==> config.mk <==
export PLATFORM = sky130hd
export DESIGN_NAME = muldiv_seq
export DESIGN_NICKNAME = d
export VERILOG_FILES = /design/src/rtl/muldiv_seq.sv
export SDC_FILE = /design/constraint.sdc
export NUM_CORES = 1
export LEC_CHECK = 0
export ABC_AREA = 1
export CORE_MARGIN = 4
export CORE_UTILIZATION = 50
export DETAILED_ROUTE_END_ITERATION = 7
export PLACE_DENSITY = 0.66
export SETUP_SLACK_MARGIN = 0.5
export SLEW_MARGIN = 5
export SYNTH_ARGS = -nofsm -noshare
export SYNTH_HDL_FRONTEND = slang
export SYNTH_SLANG_ARGS = --single-unit
==> constraint.sdc <==
create_clock -name clk -period 6.4 [get_ports clk]
set_input_delay 0.64 -clock clk [delete_from_list [all_inputs] [get_ports clk]]
set_output_delay 0.64 -clock clk [all_outputs]
set_load 0.01 [all_outputs]
==> src/rtl/muldiv_seq.sv <==
// muldiv_seq: iterative 32x32 multiply / divide unit with HI/LO registers.
module muldiv_seq (
  input  logic        clk,
  input  logic        rst_n,
  input  logic        start,
  input  logic [1:0]  op,
  input  logic [31:0] a,
  input  logic [31:0] b,
  input  logic        wr_hi,
  input  logic        wr_lo,
  input  logic [31:0] wdata,
  output logic        busy,
  output logic        done,
  output logic        dz,
  output logic [31:0] hi,
  output logic [31:0] lo
);
  typedef enum logic [2:0] {IDLE, PREP, RUN, FIX, DONE} state_t;
  state_t state, state_nx;
  logic [4:0] cnt;
  logic [1:0] op_r;
  logic [31:0] a_r, b_r, ma, mb, abs_a, abs_b, q_f, r_f;
  logic [63:0] acc, prod_f;
  logic [32:0] rem, mul_sum, r_sh, diff;
  logic sp, sr, dz_r, accept, div_zero, sgn, is_div;
  assign accept = start && (state == IDLE || state == DONE);
  assign div_zero = op[1] && b == 32'd0;
  assign sgn = ~op_r[0];
  assign is_div = op_r[1];
  assign abs_a = (sgn && a_r[31]) ? -a_r : a_r;
  assign abs_b = (sgn && b_r[31]) ? -b_r : b_r;
  assign mul_sum = {1'b0, acc[63:32]} + (acc[0] ? {1'b0, ma} : 33'd0);
  assign r_sh = {rem[31:0], acc[31]};
  assign diff = r_sh - {1'b0, mb};
  assign prod_f = sp ? -acc : acc;
  assign q_f = sp ? -acc[31:0] : acc[31:0];
  assign r_f = sr ? -rem[31:0] : rem[31:0];
  assign busy = state == PREP || state == RUN || state == FIX;
  assign done = state == DONE;
  assign dz = done && dz_r;
  always_ff @(posedge clk or negedge rst_n)
    if (!rst_n) state <= IDLE;
    else state <= state_nx;
  always_comb begin
    state_nx = state;
    case (state)
      IDLE, DONE: state_nx = accept ? (div_zero ? DONE : PREP) : IDLE;
      PREP:       state_nx = RUN;
      RUN:        state_nx = (cnt == 5'd31) ? FIX : RUN;
      FIX:        state_nx = DONE;
      default:    state_nx = IDLE;
    endcase
  end
  always_ff @(posedge clk or negedge rst_n)
    if (!rst_n) begin
      cnt <= '0;
      op_r <= '0;
      a_r <= '0;
      b_r <= '0;
      ma <= '0;
      mb <= '0;
      acc <= '0;
      rem <= '0;
      sp <= 1'b0;
      sr <= 1'b0;
      dz_r <= 1'b0;
      hi <= '0;
      lo <= '0;
    end else begin
      if (accept) begin
        op_r <= op;
        a_r <= a;
        b_r <= b;
        dz_r <= div_zero;
      end
      if (state == PREP) begin
        cnt <= '0;
        ma <= abs_a;
        mb <= abs_b;
        acc <= {32'd0, is_div ? abs_a : abs_b};
        rem <= '0;
        sp <= sgn && (a_r[31] ^ b_r[31]);
        sr <= sgn && a_r[31];
      end
      if (state == RUN) begin
        cnt <= cnt + 5'd1;
        // restoring step: keep the subtraction only when it did not borrow
        if (is_div) begin
          rem <= diff[32] ? r_sh : diff;
          acc[31:0] <= {acc[30:0], ~diff[32]};
        end else acc <= {mul_sum, acc[31:1]};
      end
      if (state == FIX) begin
        hi <= is_div ? r_f : prod_f[63:32];
        lo <= is_div ? q_f : prod_f[31:0];
      end else if ((state == IDLE || state == DONE) && !start) begin
        if (wr_hi) hi <= wdata;
        if (wr_lo) lo <= wdata;
      end
    end
endmodule

==> results of run 1 <==
[how the worst max path moves through the flow]
stage / slack, ps / from / depth (start not counted) / end
global placement: 3070 / state[2] / 5 / acc[5]
finish: 2880 / state[2] / 5 / acc[6]
CTS: 2950 / state[2] / 5 / acc[6]
detailed placement: 2970 / state[2] / 5 / acc[6]
floorplan: 4140 / acc[31] / 18 / rem[14]
global route: 2780 / state[2] / 5 / acc[6]
[flip-flops by register name, indices dropped and copies added (netlist names)]
| signal | count |
|---|---|
| a_r | 32 |
| hi | 32 |
| ma | 32 |
| sr | 1 |
| state | 3 |
| sp | 1 |
| b_r | 32 |
| rem | 32 |
| op_r | 2 |
| dz_r | 1 |
| acc | 64 |
| cnt | 5 |
| mb | 32 |
| lo | 32 |
[power by group through the flow]
stage	combinational (µW)	sequential [µW]	clock, µW
finish	9300	3660	2140
global route	10200	3760	2240
CTS	9120	3630	2160
detailed placement	9060	3650	0
global placement	8950	3640	0
floorplan	6250	3380	0
[logic make-up after synthesis]
family	after synthesis	synth area share
AO/OA/AOI/OAI	469	0.116
XOR/XNOR	66	0.0251
adder cells (fa/ha/maj)	72	0.0397
buffers and inverters	579	0.0990
flip-flops	301	0.326
AND/OR/NAND/NOR	2156	0.394
[cells in the mapped netlist (3+ instances only)]
master,count
sky130_fd_sc_hd__o21bai_1,13
sky130_fd_sc_hd__nand2_4,4
sky130_fd_sc_hd__a21o_1,5
sky130_fd_sc_hd__nor3_1,26
sky130_fd_sc_hd__buf_4,3
sky130_fd_sc_hd__nand2_1,1268
sky130_fd_sc_hd__xnor2_1,26
sky130_fd_sc_hd__o31ai_1,3
sky130_fd_sc_hd__o211ai_1,30
sky130_fd_sc_hd__inv_1,439
sky130_fd_sc_hd__xor2_1,40
sky130_fd_sc_hd__nor2_2,11
sky130_fd_sc_hd__and2_1,3
sky130_fd_sc_hd__a21oi_1,98
sky130_fd_sc_hd__buf_2,43
sky130_fd_sc_hd__a22oi_1,7
sky130_fd_sc_hd__nor4_1,10
sky130_fd_sc_hd__inv_2,12
sky130_fd_sc_hd__o2111ai_1,8
sky130_fd_sc_hd__a31oi_1,3
sky130_fd_sc_hd__or2_2,11
sky130_fd_sc_hd__clkbuf_1,56
sky130_fd_sc_hd__o21ai_0,227
sky130_fd_sc_hd__o221ai_1,15
sky130_fd_sc_hd__o21a_1,14
sky130_fd_sc_hd__nand4_1,41
sky130_fd_sc_hd__ha_1,70
sky130_fd_sc_hd__nor2_4,7
sky130_fd_sc_hd__dfrtp_1,301
sky130_fd_sc_hd__buf_1,20
sky130_fd_sc_hd__nand3b_1,17
sky130_fd_sc_hd__nand3_1,410
sky130_fd_sc_hd__buf_6,4
sky130_fd_sc_hd__o21ai_1,31
sky130_fd_sc_hd__o21ai_2,4
sky130_fd_sc_hd__nand3_2,8
sky130_fd_sc_hd__nor2_1,325
sky130_fd_sc_hd__nand2_2,11
[stage by stage]
step | total power [µW] | worst slack [ps]
after floorplan | 9630 | 4140
after global placement | 12600 | 3070
after detailed placement | 12700 | 2970
after CTS | 14900 | 2950
after global routing | 16200 | 2780
final | 15100 | 2880
[final cells by class]
type                            count  area (µm²)  share of cell area
Multi-Input combinational cell   2763       13300               0.505
Sequential cell                   301        7530               0.286
Timing Repair Buffer              184        1820              0.0693
Inverter                          452        1700              0.0645
Clock buffer                       58        1140              0.0435
Tap cell                          600         751              0.0285
Clock inverter                      7        70.1             0.00266
Antenna cell                        1        2.50           0.0000951
[cells in the final DEF, fill, tap and decap left out, drive strengths merged, types with 15 or more instances in the layout]
cell type,synthesis,routed
o221ai,15,15
o21bai,15,15
dfrtp,301,301
xor2,40,40
nor2,343,343
inv,451,452
ha,70,70
nor3,29,29
nand3b,17,17
clkbuf,56,58
a21oi,99,99
buf,71,16
xnor2,26,26
o211ai,30,30
o21ai,262,262
nand4,41,41
clkdlybuf4s50,0,168
nand2,1283,1283
nand3,418,418
[metal layers]
layer,vias up,GRT usage,wire [µm],share of wire
met2,1084,0.525,38400,0.44
met3,182,0.0474,6920,0.079
met1,11700,0.478,37600,0.43
met4,2,0.153,4520,0.052
met5,-,0,13,0.00015
li1,11900,-,-,-
==> impl.org, run 1 <==
** Drt
- In the routed layout, each cell is associated on average with a via count of 5.69.
- Routed wire length per instance :: 20.0 µm
- The final route contains between 20000 and 25000 vias.
- In this run, the number of DRC markers left after iteration 0 of detailed routing was approximately 2800.
- In this run the remaining antenna-violating nets after routing total 0.
- Wires add up to 87400 µm.
- After detailed routing, the number of remaining DRC violations is 0.
- Before antenna repair, the detailed router went through 5 iterations.

** Clock network
- Number of sinks handled by clock tree synthesis :: 301
- CTS placed an instance of sky130_fd_sc_hd__clkbuf_16 at the clock tree root.
- Setup bufs post-CTS :: 0
- The number of hold buffers added after CTS was 0.
- Max H-tree Level :: 2
- Resized cells post-CTS :: 0
- Buffers inserted during clock tree synthesis total 37.
- Clock-pin slew on the worst setup and hold paths :: 60 ps
- TritonCTS built the clock tree.
- The later pin in the worst-skew pair is clocked with a latency of 580 ps.
- The longest clock path from root to sink contains 3 buffers.

** Global route
- Number of antenna violations at the first check in global routing :: 2
- The number of global-route vias before repair came to 22900.
- Across every metal layer, demand over resource in global routing totals 0.340.
- The first global-routing pass estimated roughly 130000 µm of wire.
- Entering global routing, the biggest net connects 138 pins.
- Grt ovf :: 0

** Power
- Of the total power, combinational logic draws 0.616.
- Fraction of power spent switching nets :: 0.542
- For this design the total switching power over the nets is roughly 8200 µW.
- Internal power contribution :: 6920 µW
- Proportion of power drawn by the clock network :: 0.142
- Worst IR drop on VDD :: 389 µV
- PD cells :: 574 mW/mm²
- Leakage power figure :: 0.0134 µW
- The share of total power dissipated in sequential elements is 0.243.

** Timing
- Final-report setup violation count :: 0
- Accumulated negative setup slack :: 0 ps
- Number of pins with negative max-slew slack in the final report :: 0
- Setup repair after global routing missed its margin :: no
- The final hold violation count was 0.
- Final Cycle Share :: 0.550
- Final hold slack :: between 100 and 150 ps
- For this run, the top clock speed supported by timing is 0.284 GHz.
- Relative slew slack :: 0.239
- Time the final worst path needs with I/O delays and setup :: around 3500 ps
- On the final layout, the worst clock skew is 36.8 ps.
- For the pin with the worst max-slew slack, the measured transition is ~1100 ps.

** Yosys
- After synthesis the cells add up to 0.0231 mm².
- Synth area leader :: sky130_fd_sc_hd__dfrtp_1
- Distinct cells, synth :: 51
- Yosys printed 0 warnings.
- After synthesis, the mean cell area works out to approximately 6.3 µm².
- Counting flops with a built-in enable in the synthesized netlist gives 0.
- Seq cells post-synth :: 301
- Synth Flop Type :: sky130_fd_sc_hd__dfrtp_1
- Synthesis produced 3643 cells.
- Of the post-synthesis cell area, the dominant cell type holds 0.326.
- For this run, the register share of the synthesized area comes to 0.326.
- Biggest area contributors in the synthesized netlist :: sky130_fd_sc_hd__dfrtp_1 33%, sky130_fd_sc_hd__nand2_1 21%, sky130_fd_sc_hd__nand3_1 8.9%
- Synthesized net count :: approximately 3800
- In the synthesized netlist the async set-or-reset flop fraction comes to 1.00.

** Placed design
- Port buffer count :: 169
- Counting tap cells, the placed design contains a total of 4300 instances.
- Half-perimeter wire length after detailed placement :: 68900 µm
- Final weighted congestion in routability-driven placement :: 1.00
- The placed instances occupy a cell area of 0.0251 mm².

** Critical path
- The signal on the critical path passes through nor3_4 -> inv_2 -> nor2_4 -> inv_2 -> o2111ai_1.
- CP Class :: reg -> reg
- Counting both buffers and inverters, the worst setup path holds a total of 2.
- Top fanout value on the critical path :: 43
- Kind of cell with the highest combined delay on the critical path :: simple AND/OR/NAND/NOR gates
- The setup check on the worst reg-to-reg path leaves a slack of 2880 ps.
- In this run the critical register-to-register path is captured at acc[6].
- The worst setup path is launched from a flip-flop.
- Path depth of the worst reg2reg path :: 5
- Slowest stage delay, CP :: 830 ps
- In this run the critical register-to-register path is launched from state[2].
- The worst setup path is captured at a flip-flop.
- STA puts the critical path data arrival time at 3970 ps.
- The most numerous cell type found on the critical path is sky130_fd_sc_hd__inv_2.
- Critical path's slowest cell :: sky130_fd_sc_hd__nor2_4
- For the worst setup path, the data required time is 6850 ps.

** Outcome
- Status :: complete, no violations

** Worst hold path
- In this run the worst hold path is classified as in -> async.

** Final layout
- Layout Cell Area excl Fill :: between 0.02 and 0.03 mm²
- In the final layout, the share of cells above drive strength 1 is 0.0406.
- Utilization of the core after routing :: 0.578
- Once layout is complete, the cells apart from fillers number 4366.
- Fill count :: 4630
- The net count of the finished layout is 3914.
- Relative to the synthesized area, the layout overhead comes to 14.0%.

** Floorplan
- The die is 223 µm wide.
- Die Area :: a little under 0.05 mm²
- The floorplan has 78 rows.
- For this configuration, the core starts out at a cell density of 0.507.
- For this design the top-level I/O count stands at 170.
- From bottom edge to top edge, the die measures 223 µm.
- Core area :: 0.0455 mm²

** Job
- Max Cap Violations :: 0
No activity file was read; power rests on OpenSTA's default activity.
==> run 2: changes to the inputs <==
PLACE_DENSITY = 0.68   (was 0.66)
clock period = 3.1 ns   (was 6.4 ns; I/O delays follow)
==> run 2 against run 1 <==
Flip-flop and latch count unchanged. First-iteration DRC count increased by 3.1%. Combinational power increased by 120%. Maximum frequency increased by 39%. Via count increased by 2.1%. Register-to-register slack got worse by 2300 ps. Worst setup slack got worse by 2300 ps. Critical endpoint is now hi[20]. Largest cell class unchanged.
==> impl.org, run 2 (synthesis results as in run 1) <==
** Critical path
- Critical Path AT :: 2970 ps (-1000 ps)
- Worst R2R Start :: acc[0]
- Req. time, crit path :: 3540 ps (-3310 ps)
- In this run the critical register-to-register path is captured at hi[20].
- Top fanout value on the critical path :: 5 (-88%)
- STA classifies the critical path endpoint as a flip-flop.
- Critical Path Start Type :: flip-flop
- Critical-path cell list :: inv_2 -> ha_1 -> nand3_2 -> nor2_2 -> nand3_1 -> o21ai_1 -> nand3_1 -> nand3_1 -> o21ai_0 -> nand2_1 -> nand2_1
- CP Class :: reg -> reg
- The most numerous cell type found on the critical path is sky130_fd_sc_hd__nand3_1.
- Critical path's slowest cell :: sky130_fd_sc_hd__dfrtp_2
- R2r setup slk :: 570 ps (-2310 ps)
- Path depth of the worst reg2reg path :: 11 (+6)
- The maximum cell stage delay along the critical path is 460 ps (-370 ps).
- Beginning of the critical path :: acc[0]

** Global route
- Maximum number of pins on one net before global-route repair :: 111 (-20%)
- The number of global-route vias before repair came to 23500 (+2.7%).
- The global-route total usage across every layer came to 0.356 (+0.0155).
- Number of antenna violations at the first check in global routing :: 1 (-1)
- Grt ovf :: 0 (unchanged)
- The global-route wire length before repair is 138000 µm (+3.6%).

** Power
- Worst IR drop on VDD :: 612 µV (+57%)
- PD cells :: 1200 mW/mm² (+110%)
- Leakage power figure :: 0.0138 µW (+2.5%)

** Clock network
- The worst-case clock buffer depth is 3 (unchanged).
- The total clock sinks came to 301 (unchanged).
- The clock latency on the worst-skew pair came to 570 ps (about the same).
- Clock Tree Root :: sky130_fd_sc_hd__clkbuf_16
- Total clock buffers created by CTS :: 38 (+2.7%)
- TritonCTS built the clock tree.
- Max H-tree Level :: 2 (unchanged)
- Clock-pin slew on the worst setup and hold paths :: 60 ps (about the same)

** Floorplan
- Core area :: 0.0455 mm² (unchanged)
- The die footprint was 0.0496 mm² (unchanged).
- Count of standard-cell rows :: 78 (unchanged)
- Height of the die :: 223 µm (unchanged)
- The I/O pin count is 170 (unchanged).
- Die span in x :: 223 µm (unchanged)
- Initial Util :: 0.507 (unchanged)

** Timing
- Final count of hold timing violations :: 0 (unchanged)
- Number of pins with negative max-slew slack in the final report :: 0 (unchanged)
- Accumulated negative setup slack :: 0 ps (unchanged)
- The shortest period the worst path allows was 2530 ps (-988 ps).
- Relative slew slack :: 0.275 (+0.0366)
- Max Fclk :: 0.395 GHz (+39%)
- Setup repair after global routing missed its margin :: yes
- The post-route clock skew is 23.6 ps (-13.2 ps).
- The transition time at the pin with the least slew margin is 1090 ps (-53.6 ps).
- The number of failing setup endpoints in the final timing report came to 0 (unchanged).
- Final Cycle Share :: 0.816 (+0.266)

** Placed design
- The post-placement cell count was 4347 (+1.1%).
- Port buffer count :: 169 (unchanged)
- The global placer's final weighted congestion is 1.05 (+5.4%).
- The detailed placement HPWL was 73800 µm (+7.2%).

** Drt
- The remaining routing DRC violations came to 0 (unchanged).
- The per-cell via count in the routed design came to 5.74 (+0.91%).
- The violation count after the first detailed-route iteration is 2872 (+3.1%).
- The post-detailed-routing wire length came to 91900 µm (+5.1%).
- The wire length per cell after detailed routing was 20.8 µm (+3.9%).
- Final antenna-violating net count :: 0 (unchanged)
- 1st-pass router iterations :: 6 (+1)
- The total number of vias is 25400 (+2.1%).

** Worst hold path
- Worst hold path class :: in -> async

** Job
- The reported max-cap violation count came to 0 (unchanged).

** Final layout
- Most common cell after layout, fill and taps aside :: sky130_fd_sc_hd__nand2_1
- The count of placed standard cells in the final layout, fillers left out is 4418 (+1.2%).
- The number of nets in the layout is 3966 (+1.3%).
- The fraction of final layout cells with drive strength greater than 1 came to 0.0647 (+0.0241).
- The number of flip-flops in the largest register came to 64 (unchanged).
- Number of diodes added for antenna fixing :: 0 (-1)
- Ranked by flip-flop count, first place goes to acc.
- Commonest non-fill, non-tap cells in the layout :: 1263 x sky130_fd_sc_hd__nand2_1, 436 x sky130_fd_sc_hd__inv_1, 407 x sky130_fd_sc_hd__nand3_1, 317 x sky130_fd_sc_hd__nor2_1, 294 x sky130_fd_sc_hd__dfrtp_1
- Area grow syn2layout :: 17.2%
- Utilization of the core after routing :: 0.595 (+0.0161)

** Outcome
- Status :: complete, no violations
==> run 2: layer usage <==
metal  vias to the layer above  global-route usage  part of all wire
met5                         -                   0                 0
met4                         0               0.176             0.059
met3                       199              0.0486             0.081
met2                      1191               0.547              0.44
met1                     12000               0.495              0.42
li1                      12000                   -                 -
==> run 2: how the worst max path moves through the flow <==
stage               cells past startpoint       to
floorplan                              18  rem[14]
global placement                       17   rem[8]
detailed placement                     17  rem[31]
CTS                                    18  rem[26]
global route                           11   hi[20]
finish                                 11   hi[20]
==> run 2: layout make-up <==
type                            count  area, µm²
Tap cell                          600        751
Clock buffer                       53       1130
Fill cell                        4452      18400
Timing Repair Buffer              234       2300
Clock inverter                     14        165
Sequential cell                   301       7540
Inverter                          452       1700
Multi-Input combinational cell   2764      13500
==> run 2: what timing repair did <==
| action | 4_1_cts | 5_1_grt |
|---|---|---|
| endpoints found under the setup margin | 35 | 65 |
| resized for setup | 6 | 44 |
| pin swaps | 0 | 4 |
| gates cloned | 0 | 1 |
| hold buffers | 1 | 0 |
| buffers inserted | 1 | 1 |
| endpoints found under the hold margin | 76 | 0 |
==> run 2: worst max-delay path, delay by kind of cell, from the launching register on <==
| kind | cells | cell delay, ps |
|---|---|---|
| AND/OR/NAND/NOR | 7 | 1150 |
| AO/OA/AOI/OAI | 2 | 470 |
| flip-flops | 1 | 460 |
| adder cells (fa/ha/maj) | 1 | 210 |
| buffers and inverters | 1 | 110 |
==> run 2: where the power goes <==
group	switching, µW	total, µW	internal (µW)
Sequential	2010	7660	5650
Clock	1820	4610	2790
Combinational	13700	20200	6530
Total	17500	32500	15000
==> run 2: through the flow <==
step	area, µm²	setup WS (ps)	power (µW)	hold slack (ps)
after floorplan	23100	839	19900	14.4
after global placement	25500	372	26800	362
after detailed placement	25500	272	27000	367
after CTS	26900	556	31800	300
after global routing	27000	430	34700	328
final	27000	571	32500	283
==> run 3: changes to the inputs <==
clock period = 2.2 ns   (was 3.1 ns; I/O delays follow)
==> run 3 against run 2 <==
Worst hold slack got worse by 110 ps. Critical path depth rose by 6. Final cell count rose by 6.1%. Clock skew fell by 2.3 ps. Register-to-register slack got worse by 760 ps. Critical endpoint is now acc[54]. The flow now finishes with violations (design-rule violations, negative setup slack). Non-clock buffer count rose by 271. Design area rose by 21%. Largest cell class unchanged.
==> impl.org, run 3 (synthesis results as in run 1) <==
** Outcome
- Status :: finished, violations left
- The checks that failed: design-rule violations, negative setup slack.

** Timing
- Setup repair after global routing missed its margin :: yes
- Accumulated negative setup slack :: -5760 ps (-5760 ps)
- Time the final worst path needs with I/O delays and setup :: 2390 ps (-141 ps)
- Worst-case setup margin in the final layout :: -188 ps (-759 ps)
- Actual transition at the worst max-transition pin :: 1150 ps (+58.4 ps)
- Max Fclk :: 0.419 GHz (+5.9%)
- Final count of hold timing violations :: 0 (unchanged)
- Clock tree skew after final layout :: 21.4 ps (-2.25 ps)
- Final Cycle Share :: 1.09 (+0.270)
- Final-report setup violation count :: 60 (+60)
- Number of pins with negative max-slew slack in the final report :: 0 (unchanged)
- The worst-case headroom to the max-slew limit is 0.236 (-0.0398).

** Global route
- The number of global-route vias before repair was 26100 (+11%).
- The global-route wire length before repair was 148000 µm (+6.8%).
- The pin count of the biggest net entering global routing was 116 (+4.5%).
- The remaining global-route overflow was 0 (unchanged).
- Number of antenna violations at the first check in global routing :: 0 (-1)
- Gr usage total :: 0.377 (+0.0209)

** Critical path
- In this run the critical register-to-register path is launched from acc[0].
- Kind of cell with the highest combined delay on the critical path :: simple AND/OR/NAND/NOR gates
- The number of buffer and inverter stages on the critical path was 4 (+3).
- Slowest stage delay, CP :: 460 ps (about the same)
- In this design, the critical path's most frequently occurring cell is sky130_fd_sc_hd__nand2_1.
- Req. time, crit path :: 2670 ps (-870 ps)
- The critical path goes through buf_12 -> buf_16 -> nand2_4 -> inv_2 -> ha_4 -> nand2_4 -> buf_6 -> nor2_4 -> nand2_1 -> nor2_2 -> nand2_1 -> nand3_1 -> nand2_1 -> nand3_2 -> nand2_1 -> nand2_1 -> nand2_1.
- The data arrival time of the critical path came to 2860 ps (-110 ps).
- Top fanout value on the critical path :: 8 (+3)
- Crit end category :: flip-flop
- The most critical setup path has its startpoint at acc[0].
- The critical path is of the reg -> reg type.
- On the critical path, the stage with the largest delay is an instance of sky130_fd_sc_hd__dfrtp_2.
- The worst setup path is launched from a flip-flop.

** Clock network
- The total clock sinks came to 301 (unchanged).
- Clock latency on the worst-skew pair :: 580 ps (about the same)
- Buffers from clock root to sink, at most :: 3 (unchanged)
- TritonCTS built the clock tree.
- The number of H-tree branching levels is 2 (unchanged).
- Clock-pin slew on the worst setup and hold paths :: 60 ps (about the same)
- The total CTS buffers is 38 (unchanged).
- Clock Tree Root :: sky130_fd_sc_hd__clkbuf_16

** Final layout
- In the layout the commonest cells are 1073 x sky130_fd_sc_hd__nand2_1, 378 x sky130_fd_sc_hd__inv_1, 295 x sky130_fd_sc_hd__nand3_1, 286 x sky130_fd_sc_hd__dfrtp_1, 258 x sky130_fd_sc_hd__buf_4.
- Most common cell after layout, fill and taps aside :: sky130_fd_sc_hd__nand2_1
- The final cell utilization of the core came to 0.721 (+0.127).
- The number of nets in the layout was 4236 (+6.8%).
- The final instance area is 0.0328 mm² (+21%).
- The fraction of final layout cells with drive strength greater than 1 came to 0.271 (+0.206).
- The number of flip-flops in the largest register came to 64 (unchanged).
- Area grow syn2layout :: 42.2%
- acc holds more flip-flops than any other register.

** Floorplan
- The starting density of the core was 0.507 (unchanged).
- The die extent in x came to 223 µm (unchanged).
- The die height was 223 µm (unchanged).
- The I/O pin count is 170 (unchanged).
- Core area :: 0.0455 mm² (unchanged)
- Count of standard-cell rows :: 78 (unchanged)
- Die Area :: 0.0496 mm² (unchanged)

** Power
- The largest voltage drop on the vdd net is 954 µV (+56%).
- The power per cell area is 1740 mW/mm² (+44%).
- Total power draw :: 57000 µW (+75%)
- Leakage power figure :: 0.0161 µW (+17%)

** Drt
- The length of the first detailed-routing pass in iterations is 8 (+2).
- The number of nets still failing antenna checks after routing is 0 (unchanged).
- The total number of vias is 27500 (+8.5%).
- Routed wire length per instance :: 21.5 µm (+3.6%)
- Total wire length :: 101000 µm (+9.9%)
- Via count normalized by instance count :: 5.87 (+2.3%)
- The remaining routing DRC violations is 3 (+3).
- The violation count after the first detailed-route iteration came to 3433 (+20%).

** Placed design
- Half-perimeter wire length after detailed placement :: 73500 µm (-0.43%)
- The placed instance area came to 0.0276 mm² (+8.1%).
- Worst-case setup slack after placement :: -85.3 ps (-358 ps)
- Final weighted congestion in routability-driven placement :: 1.02 (-2.9%)
- Port buffer count :: 169 (unchanged)

** Job
- The reported max-cap violation count is 0 (unchanged).

** Worst hold path
- The tightest min-delay check is of the in -> async type.
run 3: cell count changes in the layout (fill, tap and decap cells not counted), sizes merged:
cell,before,now
buf,65,334
clkbuf,53,57
clkdlybuf4s50,168,165
clkinvlp,3,2
diode,0,1
inv,452,451
nand2,1284,1283
run 3: worst paths after layout:
| check | cells past startpoint | endpoint | slack, ps |
|---|---|---|---|
| hold reg to reg | 2 | ma[9] | 480 |
| max in group asynchronous | 3 | state[1] | 1160 |
| min in group clk | 3 | a_r[14] | 190 |
| setup reg to reg | 17 | acc[54] | -190 |
| hold / removal | 2 | acc[58] | 170 |
| setup / recovery | 17 | acc[54] | -190 |
run 3: repair_timing:
| item | CTS | global route |
|---|---|---|
| cloned | 2 | 6 |
| hold buffers | 1 | 0 |
| pin swaps | 128 | 142 |
| endpoints found under the hold margin | 54 | 0 |
| buffers inserted | 48 | 56 |
| endpoints found under the setup margin | 308 | 302 |
| resized for setup | 400 | 386 |
run 3: routing by layer:
layer | part of all wire | vias to the layer above | track usage
met5 | 0 | - | 0
met4 | 0.075 | 0 | 0.222
met3 | 0.091 | 416 | 0.0518
met2 | 0.45 | 1605 | 0.598
met1 | 0.38 | 12900 | 0.493
li1 | - | 12600 | -
run 3: final cells by class:
cell class                 instances  area (µm²)
inverter                         452        1730
clock buffer                      52        1050
tap                              600         751
clock inverter                    12         160
sequential                       301        7550
fill                            3636       12700
antenna                            1        2.50
timing repair buffer             505        4760
multi-input combinational       2763       16800
run 3: worst register-to-register path: stages (launching register included):
cell	delay, ps
sky130_fd_sc_hd__dfrtp_2	460
sky130_fd_sc_hd__buf_12	160
sky130_fd_sc_hd__buf_16	150
sky130_fd_sc_hd__nand2_4	50
sky130_fd_sc_hd__inv_2	50
sky130_fd_sc_hd__ha_4	300
sky130_fd_sc_hd__nand2_4	80
sky130_fd_sc_hd__buf_6	120
sky130_fd_sc_hd__nor2_4	190
sky130_fd_sc_hd__nand2_1	110
sky130_fd_sc_hd__nor2_2	110
sky130_fd_sc_hd__nand2_1	100
sky130_fd_sc_hd__nand3_1	100
sky130_fd_sc_hd__nand2_1	60
sky130_fd_sc_hd__nand3_2	90
sky130_fd_sc_hd__nand2_1	60
sky130_fd_sc_hd__nand2_1	50
sky130_fd_sc_hd__nand2_1	40
run 3: power by group:
part           internal [µW]  switching (µW)
sequential              7980            2950
clock                   3700            2620
combinational          15300           24500
total                  26900           30000
run 3: stage by stage:
step | hold WS (ps) | instances
after floorplan | -75.6 | 3643
after global placement | 167 | 4508
after detailed placement | 175 | 4508
after CTS | 170 | 4623
after global routing | 207 | 4685
final | 168 | 4686
